[src/rtl/div_rr_scheduler_if.sv]
// Request/response bundle between the two requesters and the shared divide engine.
interface div_rr_scheduler_if #(
    parameter int unsigned WIDTH = 32
);
    logic [1:0]       req;
    logic [WIDTH-1:0] dividend0;
    logic [WIDTH-1:0] dividend1;
    logic [WIDTH-1:0] divisor0;
    logic [WIDTH-1:0] divisor1;
    logic [1:0]       ack;
    logic             busy;
    logic [1:0]       resp_valid;
    logic [WIDTH-1:0] q;
    logic [WIDTH-1:0] r;
    logic             div_by_zero;

    modport master (
        output req, dividend0, dividend1, divisor0, divisor1,
        input  ack, busy, resp_valid, q, r, div_by_zero
    );

    modport slave (
        input  req, dividend0, dividend1, divisor0, divisor1,
        output ack, busy, resp_valid, q, r, div_by_zero
    );
endinterface

[src/rtl/div_rr_scheduler.sv]
// Round-robin shared signed divider: restoring division, one quotient bit per cycle,
// truncating quotient and dividend-signed remainder returned to the granted requester.
module div_rr_scheduler #(
    parameter int unsigned WIDTH = 32,
    parameter int unsigned CNT_W = 6
) (
    input  logic              clk,
    input  logic              rst_n,
    div_rr_scheduler_if.slave bus
);
    localparam int unsigned XW = WIDTH + 1;

    typedef enum logic [1:0] {S_IDLE, S_CALC, S_FIX, S_DONE} state_t;

    state_t           r_state, w_state_nxt;

    logic             r_last_grant, w_last_grant_nxt;
    logic             r_grant, w_grant_nxt;
    logic             r_sign_q, w_sign_q_nxt;
    logic             r_sign_r, w_sign_r_nxt;
    logic             r_dbz, w_dbz_nxt;
    logic [CNT_W-1:0] r_cnt, w_cnt_nxt;
    logic [XW-1:0]    r_dvs, w_dvs_nxt;
    logic [XW-1:0]    r_rem, w_rem_nxt;
    logic [WIDTH-1:0] r_quo, w_quo_nxt;
    logic [1:0]       r_ack, w_ack_nxt;
    logic [1:0]       r_resp_valid, w_resp_valid_nxt;
    logic             r_busy, w_busy_nxt;
    logic             r_div_by_zero, w_div_by_zero_nxt;
    logic [WIDTH-1:0] r_q, w_q_nxt;
    logic [WIDTH-1:0] r_r, w_r_nxt;

    logic             w_any, w_pick;
    logic [WIDTH-1:0] w_dvd, w_dvs;
    logic [XW-1:0]    w_dvd_abs, w_dvs_abs;
    logic [XW-1:0]    w_part, w_diff;
    logic             w_ge;

    // Arbitration: a lone request wins outright, contention goes to the other side.
    always_comb begin
        w_any  = |bus.req;
        w_pick = (bus.req == 2'b11) ? ~r_last_grant : bus.req[1];
        w_dvd  = w_pick ? bus.dividend1 : bus.dividend0;
        w_dvs  = w_pick ? bus.divisor1  : bus.divisor0;
        w_dvd_abs = w_dvd[WIDTH-1] ? ({XW{1'b0}} - {w_dvd[WIDTH-1], w_dvd}) : {1'b0, w_dvd};
        w_dvs_abs = w_dvs[WIDTH-1] ? ({XW{1'b0}} - {w_dvs[WIDTH-1], w_dvs}) : {1'b0, w_dvs};
        w_part = {r_rem[WIDTH-1:0], r_quo[WIDTH-1]};
        w_diff = w_part - r_dvs;
        w_ge   = (w_part >= r_dvs);
    end

    always_ff @(posedge clk or negedge rst_n) begin
        if (!rst_n) r_state <= S_IDLE;
        else        r_state <= w_state_nxt;
    end

    always_comb begin
        w_state_nxt = r_state;
        case (r_state)
            S_IDLE: if (w_any) w_state_nxt = (w_dvs == '0) ? S_FIX : S_CALC;
            S_CALC: if (r_cnt == CNT_W'(1)) w_state_nxt = S_FIX;
            S_FIX:  w_state_nxt = S_DONE;
            S_DONE: w_state_nxt = S_IDLE;
            default: w_state_nxt = S_IDLE;
        endcase
    end

    always_comb begin
        w_last_grant_nxt  = r_last_grant;
        w_grant_nxt       = r_grant;
        w_sign_q_nxt      = r_sign_q;
        w_sign_r_nxt      = r_sign_r;
        w_dbz_nxt         = r_dbz;
        w_cnt_nxt         = r_cnt;
        w_dvs_nxt         = r_dvs;
        w_rem_nxt         = r_rem;
        w_quo_nxt         = r_quo;
        w_ack_nxt         = 2'b00;
        w_resp_valid_nxt  = 2'b00;
        w_busy_nxt        = 1'b1;
        w_div_by_zero_nxt = r_div_by_zero;
        w_q_nxt           = r_q;
        w_r_nxt           = r_r;
        case (r_state)
            S_IDLE: begin
                w_busy_nxt = w_any;
                if (w_any) begin
                    w_ack_nxt        = w_pick ? 2'b10 : 2'b01;
                    w_last_grant_nxt = w_pick;
                    w_grant_nxt      = w_pick;
                    w_sign_q_nxt     = w_dvd[WIDTH-1] ^ w_dvs[WIDTH-1];
                    w_sign_r_nxt     = w_dvd[WIDTH-1];
                    w_dvs_nxt        = w_dvs_abs;
                    w_cnt_nxt        = CNT_W'(WIDTH);
                    // Zero divisor: park |dividend| as the remainder so FIX restores the dividend.
                    if (w_dvs == '0) begin
                        w_dbz_nxt = 1'b1;
                        w_rem_nxt = w_dvd_abs;
                        w_quo_nxt = '0;
                    end else begin
                        w_dbz_nxt = 1'b0;
                        w_rem_nxt = '0;
                        w_quo_nxt = w_dvd_abs[WIDTH-1:0];
                    end
                end
            end
            S_CALC: begin
                w_rem_nxt = w_ge ? w_diff : w_part;
                w_quo_nxt = {r_quo[WIDTH-2:0], w_ge};
                w_cnt_nxt = r_cnt - CNT_W'(1);
            end
            S_FIX: begin
                w_q_nxt           = r_sign_q ? ({WIDTH{1'b0}} - r_quo) : r_quo;
                w_r_nxt           = WIDTH'(r_sign_r ? ({XW{1'b0}} - r_rem) : r_rem);
                w_div_by_zero_nxt = r_dbz;
            end
            S_DONE: w_resp_valid_nxt = r_grant ? 2'b10 : 2'b01;
            default: ;
        endcase
    end

    always_ff @(posedge clk or negedge rst_n) begin
        if (!rst_n) begin
            r_last_grant  <= 1'b1;
            r_grant       <= 1'b0;
            r_sign_q      <= 1'b0;
            r_sign_r      <= 1'b0;
            r_dbz         <= 1'b0;
            r_cnt         <= '0;
            r_dvs         <= '0;
            r_rem         <= '0;
            r_quo         <= '0;
            r_ack         <= 2'b00;
            r_resp_valid  <= 2'b00;
            r_busy        <= 1'b0;
            r_div_by_zero <= 1'b0;
            r_q           <= '0;
            r_r           <= '0;
        end else begin
            r_last_grant  <= w_last_grant_nxt;
            r_grant       <= w_grant_nxt;
            r_sign_q      <= w_sign_q_nxt;
            r_sign_r      <= w_sign_r_nxt;
            r_dbz         <= w_dbz_nxt;
            r_cnt         <= w_cnt_nxt;
            r_dvs         <= w_dvs_nxt;
            r_rem         <= w_rem_nxt;
            r_quo         <= w_quo_nxt;
            r_ack         <= w_ack_nxt;
            r_resp_valid  <= w_resp_valid_nxt;
            r_busy        <= w_busy_nxt;
            r_div_by_zero <= w_div_by_zero_nxt;
            r_q           <= w_q_nxt;
            r_r           <= w_r_nxt;
        end
    end

    assign bus.ack         = r_ack;
    assign bus.busy        = r_busy;
    assign bus.resp_valid  = r_resp_valid;
    assign bus.q           = r_q;
    assign bus.r           = r_r;
    assign bus.div_by_zero = r_div_by_zero;
endmodule

[src/flat_wrapper.sv]
// flat-port wrapper written by rule: the top's interface ports become plain ports
module div_rr_scheduler_flat 
#(
    parameter int unsigned WIDTH = 32,
    parameter int unsigned CNT_W = 6
)
  (clk, rst_n, bus_req, bus_dividend0, bus_dividend1, bus_divisor0, bus_divisor1, bus_ack, bus_busy, bus_resp_valid, bus_q, bus_r, bus_div_by_zero);
  div_rr_scheduler_if #(.WIDTH(WIDTH)) bus_i ();
  input  logic clk;
  input  logic rst_n;
  input wire logic [$bits(bus_i.req)-1:0] bus_req;
  input wire logic [$bits(bus_i.dividend0)-1:0] bus_dividend0;
  input wire logic [$bits(bus_i.dividend1)-1:0] bus_dividend1;
  input wire logic [$bits(bus_i.divisor0)-1:0] bus_divisor0;
  input wire logic [$bits(bus_i.divisor1)-1:0] bus_divisor1;
  output wire logic [$bits(bus_i.ack)-1:0] bus_ack;
  output wire logic [$bits(bus_i.busy)-1:0] bus_busy;
  output wire logic [$bits(bus_i.resp_valid)-1:0] bus_resp_valid;
  output wire logic [$bits(bus_i.q)-1:0] bus_q;
  output wire logic [$bits(bus_i.r)-1:0] bus_r;
  output wire logic [$bits(bus_i.div_by_zero)-1:0] bus_div_by_zero;
  assign bus_i.req = bus_req;
  assign bus_i.dividend0 = bus_dividend0;
  assign bus_i.dividend1 = bus_dividend1;
  assign bus_i.divisor0 = bus_divisor0;
  assign bus_i.divisor1 = bus_divisor1;
  assign bus_ack = bus_i.ack;
  assign bus_busy = bus_i.busy;
  assign bus_resp_valid = bus_i.resp_valid;
  assign bus_q = bus_i.q;
  assign bus_r = bus_i.r;
  assign bus_div_by_zero = bus_i.div_by_zero;
  div_rr_scheduler #(.WIDTH(WIDTH), .CNT_W(CNT_W)) u_core (.clk(clk), .rst_n(rst_n), .bus(bus_i));
endmodule
[config.mk]
export PLATFORM = sky130hd
export DESIGN_NAME = div_rr_scheduler_flat
export DESIGN_NICKNAME = d
export VERILOG_FILES = /design/src/rtl/div_rr_scheduler_if.sv /design/src/rtl/div_rr_scheduler.sv /design/src/flat_wrapper.sv
export SDC_FILE = /design/constraint.sdc
export NUM_CORES = 1
export LEC_CHECK = 0
export ABC_CLOCK_PERIOD_IN_PS = 5300
export CAP_MARGIN = 10
export CORE_ASPECT_RATIO = 1.5
export CORE_UTILIZATION = 56
export CTS_CLUSTER_DIAMETER = 30
export DETAILED_ROUTE_END_ITERATION = 16
export MAX_ROUTING_LAYER = met4
export PLACE_DENSITY_LB_ADDON = 0.25
export REMOVE_ABC_BUFFERS = 1
export SETUP_SLACK_MARGIN = 0.5
export SYNTH_ARGS = -nofsm -noshare
export SYNTH_HDL_FRONTEND = slang
export SYNTH_SLANG_ARGS = --single-unit
[constraint.sdc]
create_clock -name clk -period 5.3 [get_ports clk]
set_clock_uncertainty 0.15 [all_clocks]
set_input_delay 0.53 -clock clk [delete_from_list [all_inputs] [get_ports clk]]
set_output_delay 0.53 -clock clk [all_outputs]
set_load 0.1 [all_outputs]
Word level (Yosys, flattened, before mapping):

Index checks and enable logic that the tools add are counted.

* add/subtract/negate cells: 6
* multiply operators: 0
* div/mod/pow operators: 0
* order comparisons: 1
* equality and inequality tests: 7
* shift operators: 0
* multiplexer cells: 27
* bitwise operators: 2
* reductions and logical operators: 7

Operators by type and width (count)
* 32-bit two-way mux: 10
* 32-bit one-hot mux with 2 select lines: 2
* 1-bit by 32-bit subtractor with 32-bit output, first input constant: 3
* 33-bit greater-or-equal comparator: 1
* 33-bit two-way mux: 1
* 1-bit by 32-bit subtractor with 33-bit output, first input constant: 1
* 32-bit logical NOT: 1
* 32-bit subtractor: 1
* 2-bit two-way mux: 8
* 6-bit one-hot mux with 2 select lines: 1
* 2-bit one-hot mux with 4 select lines: 1
* 2-bit equality test, second input constant: 3
* 6-bit by 1-bit equality test with 1-bit output, second input constant: 1
* 6-bit two-way mux: 1
* 2-bit AND reduction: 3
* 6-bit by 1-bit subtractor with 6-bit output, second input constant: 1
* 2-bit by 1-bit != test with 1-bit output, second input constant: 2
* 1-bit two-way mux: 3
* 2-bit by 1-bit equality test with 1-bit output, second input constant: 1
* 2-bit logical NOT: 1
* 2-bit nonzero test: 1
* 2-bit OR reduction: 1
* 1-bit inverter: 1
* 1-bit bitwise XOR: 1

* bits in registers: 180
* bits in latches: 0
* memory bits (writable): 0
* memory bits (read-only): 0
* input bits: 132
* output and inout port bits: 70
* logic and storage cells: 66
* memories kept: 0

Depth between registers and ports, before layout:

Gate-level depths: netlist of run 1.

* word-level depth: 8
* gate-level depth with buffers: 18
* gate-level depth less buffers: 12

Worst setup path before layout of run 1:

Ideal clock, no wire load.

* path type: input-to-reg
* from: in bus_req[1]
* to: reg u_core.r_rem[11]
* library setup time: 77 ps
* data arrival time: 4116 ps
* required time: 5073 ps
* slack: 956 ps
* stages on the path: 18
* path buffers: 8
* cells stage by stage: a21bo_2 > buf_2 > buf_2 > buf_2 > buf_2 > buf_2 > buf_2 > mux2i_1 > ha_1 > nand3_1 > o22ai_1 > and3_1 > nand3_1 > nor2_1 > buf_2 > buf_2 > a22oi_1 > a21oi_1

* cells in the longest elaborated chain, start to end: 8
* elaborated cells on any way between the ends: 13
* classes of those cells: add/sub (1); eq/ne (2); mux (7); reduce/logical (3)

RTL lines
* start: declaration: line flat_wrapper.sv:11 `input wire logic [$bits(bus_i.req)-1:0] bus_req;`
* 2-bit equality test: line div_rr_scheduler.sv:42 `w_pick = (bus.req == 2'b11) ? ~r_last_grant : bus.req[1];`
* 1-bit two-way mux: line div_rr_scheduler.sv:42
* 32-bit two-way mux: line div_rr_scheduler.sv:43 `w_dvd = w_pick ? bus.dividend1 : bus.dividend0;`
* 1-bit by 32-bit subtractor with 32-bit output: line div_rr_scheduler.sv:45 `w_dvd_abs = w_dvd[WIDTH-1] ? ({XW{1'b0}} - {w_dvd[WIDTH-1], w_dvd}) : {1'b0, w_dvd};`
* 32-bit two-way mux: line div_rr_scheduler.sv:45
* 32-bit two-way mux: line div_rr_scheduler.sv:96 `if (w_dvs == '0) begin`
* 32-bit two-way mux: line div_rr_scheduler.sv:87 `if (w_any) begin`
* 32-bit one-hot mux with 2 select lines: line div_rr_scheduler.sv:84 `case (r_state)`
* end signal: assignment: line div_rr_scheduler.sv:147 `r_rem <= w_rem_nxt;`
* end: declaration: line div_rr_scheduler.sv:24 `logic [XW-1:0] r_rem, w_rem_nxt;`

Parallel ways exist; a longest one is shown, timed or not. The select of a mux whose other input is x is not followed.
A chain may end at the register's enable or synchronous reset.

Final worst setup path of run 1:

* from: in bus_req[0]
* to: reg u_core.r_rem[30]

Same word-level chain as after synthesis.

==> summary.md, run 1 <==
| Metric | Value |
|---|---|
| Top post-synthesis cells by area | `dfrtp_1 (34%), xor2_1 (6.6%), mux2i_1 (5.8%), nor2_1 (5.7%), a21oi_1 (5.5%)` |
| CTS tree | `yes` |
| Drc violations | `0` |
| Gate Count Post-Synth | `1,574` |
| Worst path slowest cell | `clkdlybuf4s50_1` |
| Fill cell count | `1,876` |
| Final nets | `1,901` |
| Critical Path Max Stage Delay | `630 ps` |
| CP Capture Type | `register` |
| Clock buffer depth | `2` |
| Cts repair resizes | `0` |
| PortBufs | `201` |
| Share of layout cells above drive strength 1 | `6.04%` |
| Via count | `12,700` |
| Hold_buf cts | `0` |
| DRT Pass-1 Iters | `7` |
| Effective utilization at floorplan | `57.2%` |
| Vias in the first global route | `12,400` |
| Post-synthesis sequential area ratio | `34.2%` |
| Slew headroom | `25.3%` |
| CP required | `5530 ps` |
| Routability congestion estimate | `1.00` |
| Crit path max fanout | `17` |
| CTS Sinks | `180` |
| Die height | `190 um` |
| Finish-stage setup viols | `0` |
| Worst path bufs/invs | `2` |
| Setup TNS | `0 ps` |
| Die area | `24,200 um^2` |
| Critical Path Start Type | `input pin` |
| Dominant cell type by area after synthesis | `dfrtp_1` |
| Initial antenna violation count | `0` |
| H-tree Lvls | `4` |
| Status | `complete, no violations` |
| Post-DP HPWL | `28,000 um` |
| Diode count | `0` |
| Iter 0 DRT Violations | `1,194` |
| # rows | `68` |
| Final min period | `4300 ps` |
| Synth Flop Type | `dfrtp_1` |
| Area delta synth->final | `21.6%` |
| Unrepaired setup endpoints after global routing | `no` |
| DR vias/cell | `6.21` |
| Latest clock arrival within the worst-skew pair | `450 ps` |
| Ys Warns | `0` |
| Largest net degree at the start of global routing | `107` |
| Syn Std Cell Area | `13,200 um^2` |
| Core ar. | `23,100 um^2` |
| Crit Path Class | `in2reg` |
| MaxCap Viol Count | `0` |
| Grt ovf | `0` |
| All-Layer GR Usage | `32.3%` |
| Total CTS buffers | `17` |
| Synth Register Bits | `180` |
| EDFF count, synth | `0` |
| Global-route wire length before repair | `60,400 um` |
| Worst min-delay path class | `in2async` |
| Cell variety after synth | `80` |
| Post-Route WL | `37,000 um` |
| CP arrival | `4530 ps` |
| I/O Pins | `202` |
| Ys async rst share | `100%` |
| CP top delay family | `simple AND/OR/NAND/NOR gates` |
| Clock Tree Root | `clkbuf_16` |
| Slew @ Worst Pin | `1120 ps` |
| Post-CTS Setup Repair Bufs | `0` |
| Period utilization | `81.1%` |
| DR WL/cell | `18.0 um` |
| Syn_area_per_cell | `8.37 um^2` |
| Highest Clock Rate | `233 MHz` |
| ANT nets after route | `0` |
| Yosys top cell area share | `34.0%` |
| Final count of hold timing violations | `0` |
| CTS clk-pin slew, worst paths | `70 ps` |
| Die width | `127 um` |
| Pins Over Slew Limit | `0` |
| Cell Chain, Critical Path | `clkdlybuf4s50_1 > a21bo_4 > mux2i_1 > ha_1 > nand3_1 > o22ai_1 > and3_1 > nand3_1 > nor2_1 > buf_4 > a221oi_1 > a21oi_1 > and3_1` |
[synth_stat cells, types with 30 or more instances]
cell type	count
dfrtp_1	179
a21oi_1	146
mux2i_1	77
o21ai_0	90
nor2_1	199
ha_1	43
xnor2_1	42
nand2_1	135
o31ai_1	30
xor2_1	100
clkbuf_1	62
inv_1	53
nor3_1	44
[cell usage in the layout (no fill, tap or decap), drive strengths merged, types with 8 or more instances in the layout]
cell	count
or2	11
a22oi	17
or3	24
o41ai	14
nand3	17
mux2	15
o31ai	33
nand2	135
nor2	199
a211oi	8
xor2	100
o21ai	95
and2	12
xnor2	42
nor3	47
ha	43
nor4	24
clkdlybuf4s50	200
o21a	13
a21o	17
a221oi	28
clkbuf	19
a31oi	17
buf	22
dfrtp	179
mux2i	77
inv	56
a21oi	146
or4	23
[state kept, by name, summed over array words and instances, names as in the netlist]
signal                  cells
u_core.r_dvs               33
u_core.bus.q               32
u_core.bus.r               32
u_core.r_quo               32
u_core.r_rem               32
u_core.r_cnt                6
u_core.bus.ack              2
u_core.bus.resp_valid       2
u_core.r_state              2
u_core.bus.busy             1
u_core.bus.div_by_zero      1
u_core.r_dbz                1
u_core.r_grant              1
u_core.r_last_grant         1
u_core.r_sign_q             1
u_core.r_sign_r             1
[cells by family after synthesis]
kind of cell	after synthesis	share of synthesized area [%]
simple gates	530	19.1
compound gates	443	21.6
fa+ha+maj	44	4.23
xor+xnor	142	9.44
mux	92	7.13
flops	180	34.2
buf+inv	143	4.34
[final cells by class]
type | count | area, um^2 | area share (%)
timing repair buffer | 222 | 2180 | 13.6
multi-input combinational | 1251 | 8160 | 50.9
clock inverter | 13 | 149 | 0.929
clock buffer | 19 | 443 | 2.76
sequential | 180 | 4510 | 28.1
tap | 315 | 394 | 2.46
inverter | 53 | 199 | 1.24
[worst paths after layout]
kind,start,to,slack [ps],depth (start not counted)
min,rst_n,u_core.bus.r[4]$_DFFE_PN0P_,10,1
max reg2reg,u_core.r_rem[16]$_DFFE_PN0P_,u_core.r_rem[22]$_DFFE_PN0P_,1050,10
max,bus_req[0],u_core.r_rem[30]$_DFFE_PN0P_,1000,13
min in group clk,u_core.r_grant$_DFFE_PN0P_,u_core.bus.resp_valid[0]$_DFF_PN0_,300,1
min reg2reg,u_core.r_grant$_DFFE_PN0P_,u_core.bus.resp_valid[0]$_DFF_PN0_,300,1
max in group asynchronous,rst_n,u_core.bus.r[25]$_DFFE_PN0P_,3830,2
[through the flow]
step / hold WS [ps] / cells / worst slack [ps] / util, % / cell area [um^2]
after floorplan: 84.4 / 1484 / 128 / - / 12800
after global placement: 281 / 2021 / 792 / 67.0 / 15400
after detailed placement: 296 / 2021 / 686 / 67.0 / 15400
after CTS: 79.6 / 2053 / 1100 / 69.5 / 16000
after global routing: 106 / 2053 / 780 / 69.5 / 16000
final: 12.8 / 2053 / 1000 / 69.5 / 16000
[routing by layer]
| metal | share of wire (%) | vias up | GRT usage (%) |
|---|---|---|---|
| met5 | 0 | - | - |
| met4 | 4.0 | 0 | 15.3 |
| met3 | 6.0 | 110 | 4.08 |
| met2 | 51 | 601 | 55.0 |
| met1 | 39 | 6018 | 37.6 |
| li1 | - | 6011 | - |
Power of run 1 is not shown: default switching activity piles up to over one toggle a cycle in this logic, so the estimate is an artifact.
==> run 2: changes to the inputs <==
- ABC_CLOCK_PERIOD_IN_PS: 5300 -> 3620
- CORE_UTILIZATION: 56 -> 50
- clock period: 5.3 -> 3.62 ns (I/O delays scaled with it)
==> summary.md, run 2 (synthesis results as in run 1) <==
| Metric | Value |
|---|---|
| Status | `complete, no violations` |
| DR vias/cell | `5.99 (-3.4%)` |
| Post-Route WL | `43,000 um (+16%)` |
| Total Power | `20.7 mW` |
| Critical Path Start Type | `register` |
| Largest Register | `u_core.r_dvs` |
| Met3 Track Usage GR | `3.54% (-0.54 points)` |
| Latest clock arrival within the worst-skew pair | `460 ps (about the same)` |
| Worst reg2reg startpoint | `u_core.r_last_grant$_DFFE_PN1P_` |
| Post-route cell area | `18,300 um^2 (+14%)` |
| Total CTS buffers | `17 (unchanged)` |
| CTS clk-pin slew, worst paths | `70 ps (about the same)` |
| Routability congestion estimate | `0.952 (-5.0%)` |
| Slew @ Worst Pin | `1290 ps (+171 ps)` |
| Max FFs per register | `33 (unchanged)` |
| Die height | `201 um (+5.8%)` |
| CP startpoint | `u_core.r_last_grant$_DFFE_PN1P_` |
| Non-filler instance count after layout | `2,209 (+7.6%)` |
| Pins Over Slew Limit | `0 (unchanged)` |
| Placed inst area | `16,300 um^2 (+5.6%)` |
| Worst min-delay path class | `in2async` |
| Die area | `27,000 um^2 (+12%)` |
| Crit path max fanout | `12 (-5)` |
| Crit Path Class | `reg2reg` |
| Post-DP HPWL | `31,800 um (+14%)` |
| Diode count | `0 (unchanged)` |
| ANT nets after route | `0 (unchanged)` |
| CP arrival | `3410 ps (-1120 ps)` |
| Worst setup endpoint | `u_core.r_rem[9]$_DFFE_PN0P_` |
| R2R Path End | `u_core.r_rem[9]$_DFFE_PN0P_` |
| Final min period | `3180 ps` |
| Unrepaired setup endpoints after global routing | `yes` |
| Reg2Reg Setup Slack | `440 ps (-610 ps)` |
| Worst R2R Path Depth | `13 (+3)` |
| Pre-CTS WS | `-215 ps (-901 ps)` |
| Grt ovf | `0 (unchanged)` |
| Via count | `13,200 (+3.9%)` |
| Met1 usage | `36.8% (-0.81 points)` |
| Die width | `135 um (+5.7%)` |
| Final count of hold timing violations | `0 (unchanged)` |
| Clock Tree Root | `clkbuf_16` |
| Setup WS post-layout | `444 ps (-557 ps)` |
| Period utilization | `87.7%` |
| Vias in the first global route | `13,200 (+7.0%)` |
| Leak | `7.72 nW` |
| Effective utilization at floorplan | `51.0% (-6.2 points)` |
| DRT Pass-1 Iters | `5 (-2)` |
| GR peak layer | `met2` |
| CP required | `3850 ps (-1680 ps)` |
| Commonest non-fill, non-tap cell in the layout | `clkdlybuf4s50_1` |
| Pwr per Cell Area | `1130 nW/um^2` |
| Iter 0 DRT Violations | `790 (-34%)` |
| I/O Pins | `202 (unchanged)` |
| # rows | `72 (+5.9%)` |
| Post-placement cell count | `2,143 (+6.0%)` |
| CTS Sinks | `180 (unchanged)` |
| Largest net degree at the start of global routing | `74 (-31%)` |
| Clock buffer depth | `2 (unchanged)` |
| Finish-stage setup viols | `0 (unchanged)` |
| GR met2 Demand/Resource | `57.5% (+2.6 points)` |
| CP Capture Type | `register` |
| CTS tree | `yes` |
| Initial antenna violation count | `0 (unchanged)` |
| DR WL/cell | `19.4 um (+7.9%)` |
| Highest Clock Rate | `315 MHz` |
| Final nets | `2,041 (+7.4%)` |
| Share of layout cells above drive strength 1 | `20.2% (+14 points)` |
| Commonest cells after routing, fill and taps aside | `clkdlybuf4s50_1 (200), nor2_1 (193), dfrtp_1 (169)` |
| PortBufs | `201 (unchanged)` |
| Max VDD drop | `0.772 mV` |
| Global-route wire length before repair | `67,700 um (+12%)` |
| Drc violations | `0 (unchanged)` |
| Core ar. | `25,900 um^2 (+12%)` |
| H-tree Lvls | `4 (unchanged)` |
| MaxCap Viol Count | `0 (unchanged)` |
| Setup TNS | `0 ps (unchanged)` |
| Area delta synth->final | `39.0%` |
| All-Layer GR Usage | `32.8% (+0.52 points)` |
| Slew headroom | `13.9% (-11 points)` |
==> run 2: worst min-delay path by stage <==
stage / from / to / slack (ps) / cells after the start
after CTS: rst_n / u_core.bus.ack[0]$_DFF_PN0_ / 270 / 2
after global routing: rst_n / u_core.bus.r[4]$_DFFE_PN0P_ / 290 / 2
after floorplan: rst_n / u_core.bus.ack[0]$_DFF_PN0_ / -80 / 0
after detailed placement: rst_n / u_core.bus.ack[0]$_DFF_PN0_ / 190 / 1
after global placement: rst_n / u_core.bus.ack[0]$_DFF_PN0_ / 190 / 1
final: rst_n / u_core.bus.r[5]$_DFFE_PN0P_ / 250 / 2
==> run 2: routing by layer <==
layer,vias up,wire [um]
met4,0,1790
met2,485,22400
met1,6366,16900
met5,-,0
li1,6275,-
met3,113,1870
==> run 2: through the flow <==
stage               hold slack [ps]  utilization (%)
floorplan                     -83.6                -
global placement                185             63.1
detailed placement              186             63.1
CTS                             271             67.8
global route                    292             70.9
finish                          250             70.9
==> run 2: area by class of cell <==
class | count | area, um^2
multi-input combinational | 1251 | 9150
tap | 333 | 417
clock inverter | 9 | 154
sequential | 180 | 4520
inverter | 53 | 199
timing repair buffer | 362 | 3430
fill | 2048 | 7530
clock buffer | 21 | 460
==> run 2: power by group <==
group	leakage (nW)	internal, mW	switching (mW)
clock	0.295	1.18	0.841
combinational	5.31	5.67	8.87
sequential	2.11	3.02	1.08
==> run 2: timing repair <==
item / CTS / global route
buffers inserted: 14 / 19
hold buffers: 1 / 0
gates resized for setup: 80 / 127
endpoints found under the setup margin: 64 / 71
pin swaps: 44 / 41
hold endpoints to repair: 43 / 0
gates cloned: 2 / 0
==> run 2: worst max-delay path, cell delays in order, from the launching register on <==
cell,delay [ps]
dfstp_2,560
a21bo_4,200
buf_6,120
mux2i_4,260
ha_4,180
nand3b_1,130
o22ai_2,200
and3_4,240
and3_4,240
buf_8,180
nand2_1,120
buf_4,190
o22a_1,160
a21oi_1,150
(Power assumes the default switching activity.)
==> run 3: changes to the inputs <==
- ABC_AREA: default -> 1
- CORE_UTILIZATION: 50 -> 51
- CTS_BUF_LIST: default -> sky130_fd_sc_hd__clkbuf_16
- CTS_CLUSTER_SIZE: default -> 30
==> summary.md, run 3 <==
| Metric | Value |
|---|---|
| I/O Pins | `202 (unchanged)` |
| Core ar. | `28,800 um^2 (+11%)` |
| DR vias/cell | `5.45 (-9.1%)` |
| Gate Count Post-Synth | `2,360 (+50%)` |
| Crit path max fanout | `18 (+6)` |
| PortBufs | `201 (unchanged)` |
| Internal power | `7.71 mW (-22%)` |
| Post-DP HPWL | `42,300 um (+33%)` |
| Ys Warns | `0 (unchanged)` |
| Largest net degree at the start of global routing | `112 (+51%)` |
| Critical Path Start Type | `register` |
| Grt ovf | `0 (unchanged)` |
| Final count of hold timing violations | `0 (unchanged)` |
| Syn Std Cell Area | `15,000 um^2 (+14%)` |
| MaxCap Viol Count | `0 (unchanged)` |
| Commonest non-fill, non-tap cell in the layout | `nand2_1` |
| Latest clock arrival within the worst-skew pair | `460 ps (about the same)` |
| Leak | `9.27 nW (+20%)` |
| Post-synthesis sequential area ratio | `30.1% (-4.1 points)` |
| Dominant cell type by area after synthesis | `dfrtp_1` |
| Cell Chain, Critical Path | `nand2_1 > nand2_4 > buf_12 > inv_4 > nand2_1 > nand2_1 > nor2_2 > nand3_2 > nor2_4 > nand2_1 > nor2_4 > buf_4 > clkbuf_16 > nand3_1 > nand2_1 > nand2_1 > nand2_1` |
| Die width | `142 um (+5.4%)` |
| Status | `complete, no violations` |
| Post-Route WL | `53,200 um (+24%)` |
| All-Layer GR Usage | `37.2% (+4.4 points)` |
| CP Capture Type | `register` |
| Syn_area_per_cell | `6.34 um^2 (-24%)` |
| Critical Path Max Stage Delay | `540 ps (-20 ps)` |
| Global-route wire length before repair | `82,200 um (+21%)` |
| DRT Pass-1 Iters | `5 (unchanged)` |
| Vias in the first global route | `15,800 (+20%)` |
| Routability congestion estimate | `1.04 (+9.1%)` |
| Largest Register | `u_core.r_dvs` |
| EDFF count, synth | `0 (unchanged)` |
| Share of layout cells above drive strength 1 | `7.94% (-12 points)` |
| Pwr per Cell Area | `984 nW/um^2 (-13%)` |
| Drc violations | `0 (unchanged)` |
| Flop pwr share | `20.5% (+0.7 points)` |
| DR WL/cell | `18.0 um (-7.6%)` |
| Slew headroom | `30.6% (+17 points)` |
| Highest Clock Rate | `331 MHz (+5.1%)` |
| Total CTS buffers | `17 (unchanged)` |
| Period utilization | `83.5% (-4.2 points)` |
| Top post-synthesis cells by area | `dfrtp_1 (30%), nand2_1 (19%), inv_1 (7.5%), nand3_1 (6.3%), nor2_1 (5.1%)` |
| Commonest cells after routing, fill and taps aside | `nand2_1 (753), inv_1 (298), nor2_1 (199), clkdlybuf4s50_1 (199), nand3_1 (185)` |
| Clock buffer depth | `2 (unchanged)` |
| Finish-stage setup viols | `0 (unchanged)` |
| Synth Register Bits | `180 (unchanged)` |
| Most Frequent Cell on Critical Path | `nand2_1` |
| Initial antenna violation count | `1 (+1)` |
| Max FFs per register | `33 (unchanged)` |
| CTS Sinks | `180 (unchanged)` |
| Crit Path Class | `reg2reg` |
| Synth cell count leaders | `nand2_1 (756), inv_1 (300), nor2_1 (203)` |
| CTS clk-pin slew, worst paths | `80 ps (about the same)` |
| Yosys top cell area share | `29.9% (-4.1 points)` |
| H-tree Lvls | `4 (unchanged)` |
| Most frequent cell after synthesis | `nand2_1` |
| Clk network pwr share | `10.6% (+0.8 points)` |
| Unrepaired setup endpoints after global routing | `yes` |
| ANT nets after route | `0 (unchanged)` |
| Post-placement cell count | `2,915 (+36%)` |
| # rows | `76 (+5.6%)` |
| Clock Tree Root | `clkbuf_16` |
| Worst path slowest cell | `dfstp_2` |
| Non-filler instance count after layout | `2,959 (+34%)` |
| Switching pwr | `10.5 mW (-2.9%)` |
| Synth Flop Type | `dfrtp_1` |
| Worst min-delay path class | `in2reg` |
| CP arrival | `3260 ps (-150 ps)` |
| Ys async rst share | `100% (unchanged)` |
| Pins Over Slew Limit | `0 (unchanged)` |
| Slew @ Worst Pin | `1040 ps (-253 ps)` |
| Hold slack | `284 ps (+34.0 ps)` |
| Die height | `212 um (+5.5%)` |
| Via count | `16,100 (+22%)` |
| Final min period | `3020 ps (-154 ps)` |
| Max VDD drop | `0.552 mV (-29%)` |
| Sw frac | `57.6% (+5.4 points)` |
| Iter 0 DRT Violations | `916 (+16%)` |
| Cell variety after synth | `48 (-40%)` |
| CP required | `3860 ps (about the same)` |
| Effective utilization at floorplan | `52.0% (+0.98 points)` |
| Die area | `30,100 um^2 (+11%)` |
| Final nets | `2,731 (+34%)` |
| Comb pwr share | `68.9% (-1.5 points)` |
| Fill cell count | `2,712 (+32%)` |
| CTS tree | `yes` |
| Area delta synth->final | `23.4%` |
-- run 3: final timing paths --
path | endpoint | depth (start not counted) | start | slack, ps
worst max-delay path | u_core.r_rem[13]$_DFFE_PN0P_ | 17 | u_core.r_last_grant$_DFFE_PN1P_ | 600
worst min-delay path | u_core.bus.ack[1]$_DFF_PN0_ | 4 | bus_req[1] | 280
worst max register to register | u_core.r_rem[13]$_DFFE_PN0P_ | 17 | u_core.r_last_grant$_DFFE_PN1P_ | 600
worst min register to register | u_core.bus.resp_valid[0]$_DFF_PN0_ | 1 | u_core.r_grant$_DFFE_PN0P_ | 320
max in group asynchronous | u_core.r_rem[12]$_DFFE_PN0P_ | 3 | rst_n | 2020
min in group asynchronous | u_core.bus.q[5]$_DFFE_PN0P_ | 2 | rst_n | 370
-- run 3: cells by family (layout without fill, tap and decap cells) --
logic type,count (synthesis),count (layout),synth area share (%)
simple gates,1309,1309,37.6
buf+inv,405,613,11.0
compound gates,329,329,12.1
flops,180,180,30.1
xor+xnor,93,93,5.44
fa+ha+maj,44,44,3.73
other cells,0,1,0
-- run 3: layer usage --
metal,GRT usage (%),routed length (um),vias to the layer above
met2,67.9,28000,586
met1,36.9,18800,7424
met5,-,0,-
met4,25.2,3780,0
met3,4.07,2570,174
li1,-,-,7934
-- run 3: area by class of cell --
| type | count | area (um^2) | share of cell area, % |
|---|---|---|---|
| multi-input cells | 1775 | 9010 | 48.8 |
| flip-flops and latches | 180 | 4510 | 24.4 |
| repair buffers | 276 | 2720 | 14.7 |
| inverters | 305 | 1150 | 6.21 |
| well taps | 390 | 488 | 2.64 |
| clock buffers | 17 | 425 | 2.30 |
| clock inverters | 15 | 164 | 0.887 |
| diodes | 1 | 2.50 | 0.0135 |
-- run 3: timing repair --
item                                    4_1_cts  5_1_grt
buffers inserted                              0        8
endpoints found under the hold margin        82        0
cloned                                        0        2
resized for setup                             8       38
hold buffers                                  1        0
pin swaps                                     0        6
endpoints found under the setup margin       33       62
-- run 3: stage by stage --
step / util (%) / setup slack, ps / instance area, um^2 / total power [mW] / setup TNS, ps
after floorplan: - / -3130 / 14500 / 12.2 / -199170
after global placement: 60.9 / 161 / 17600 / 15.7 / 0
after detailed placement: 60.9 / 136 / 17600 / 15.9 / 0
after CTS: 63.1 / 501 / 18200 / 17.9 / 0
after global routing: 64.1 / 456 / 18500 / 19.5 / 0
final: 64.1 / 598 / 18500 / 18.2 / 0
-- run 3: worst max-delay path, delay by kind of cell, from the launching register on --
family	cells	cell delay [ps]
and+or+nand+nor	13	1610
DFF	1	540
buffers and inverters	4	630
-- run 3: power by group through the flow --
| stage | Combinational, mW | Sequential, mW | Clock (mW) |
|---|---|---|---|
| after floorplan | 6.07 | 6.11 | 0 |
| after global placement | 12.0 | 3.69 | 0 |
| after detailed placement | 12.2 | 3.73 | 0 |
| after CTS | 12.3 | 3.70 | 1.94 |
| after global routing | 13.6 | 3.83 | 2.02 |
| final | 12.5 | 3.73 | 1.92 |
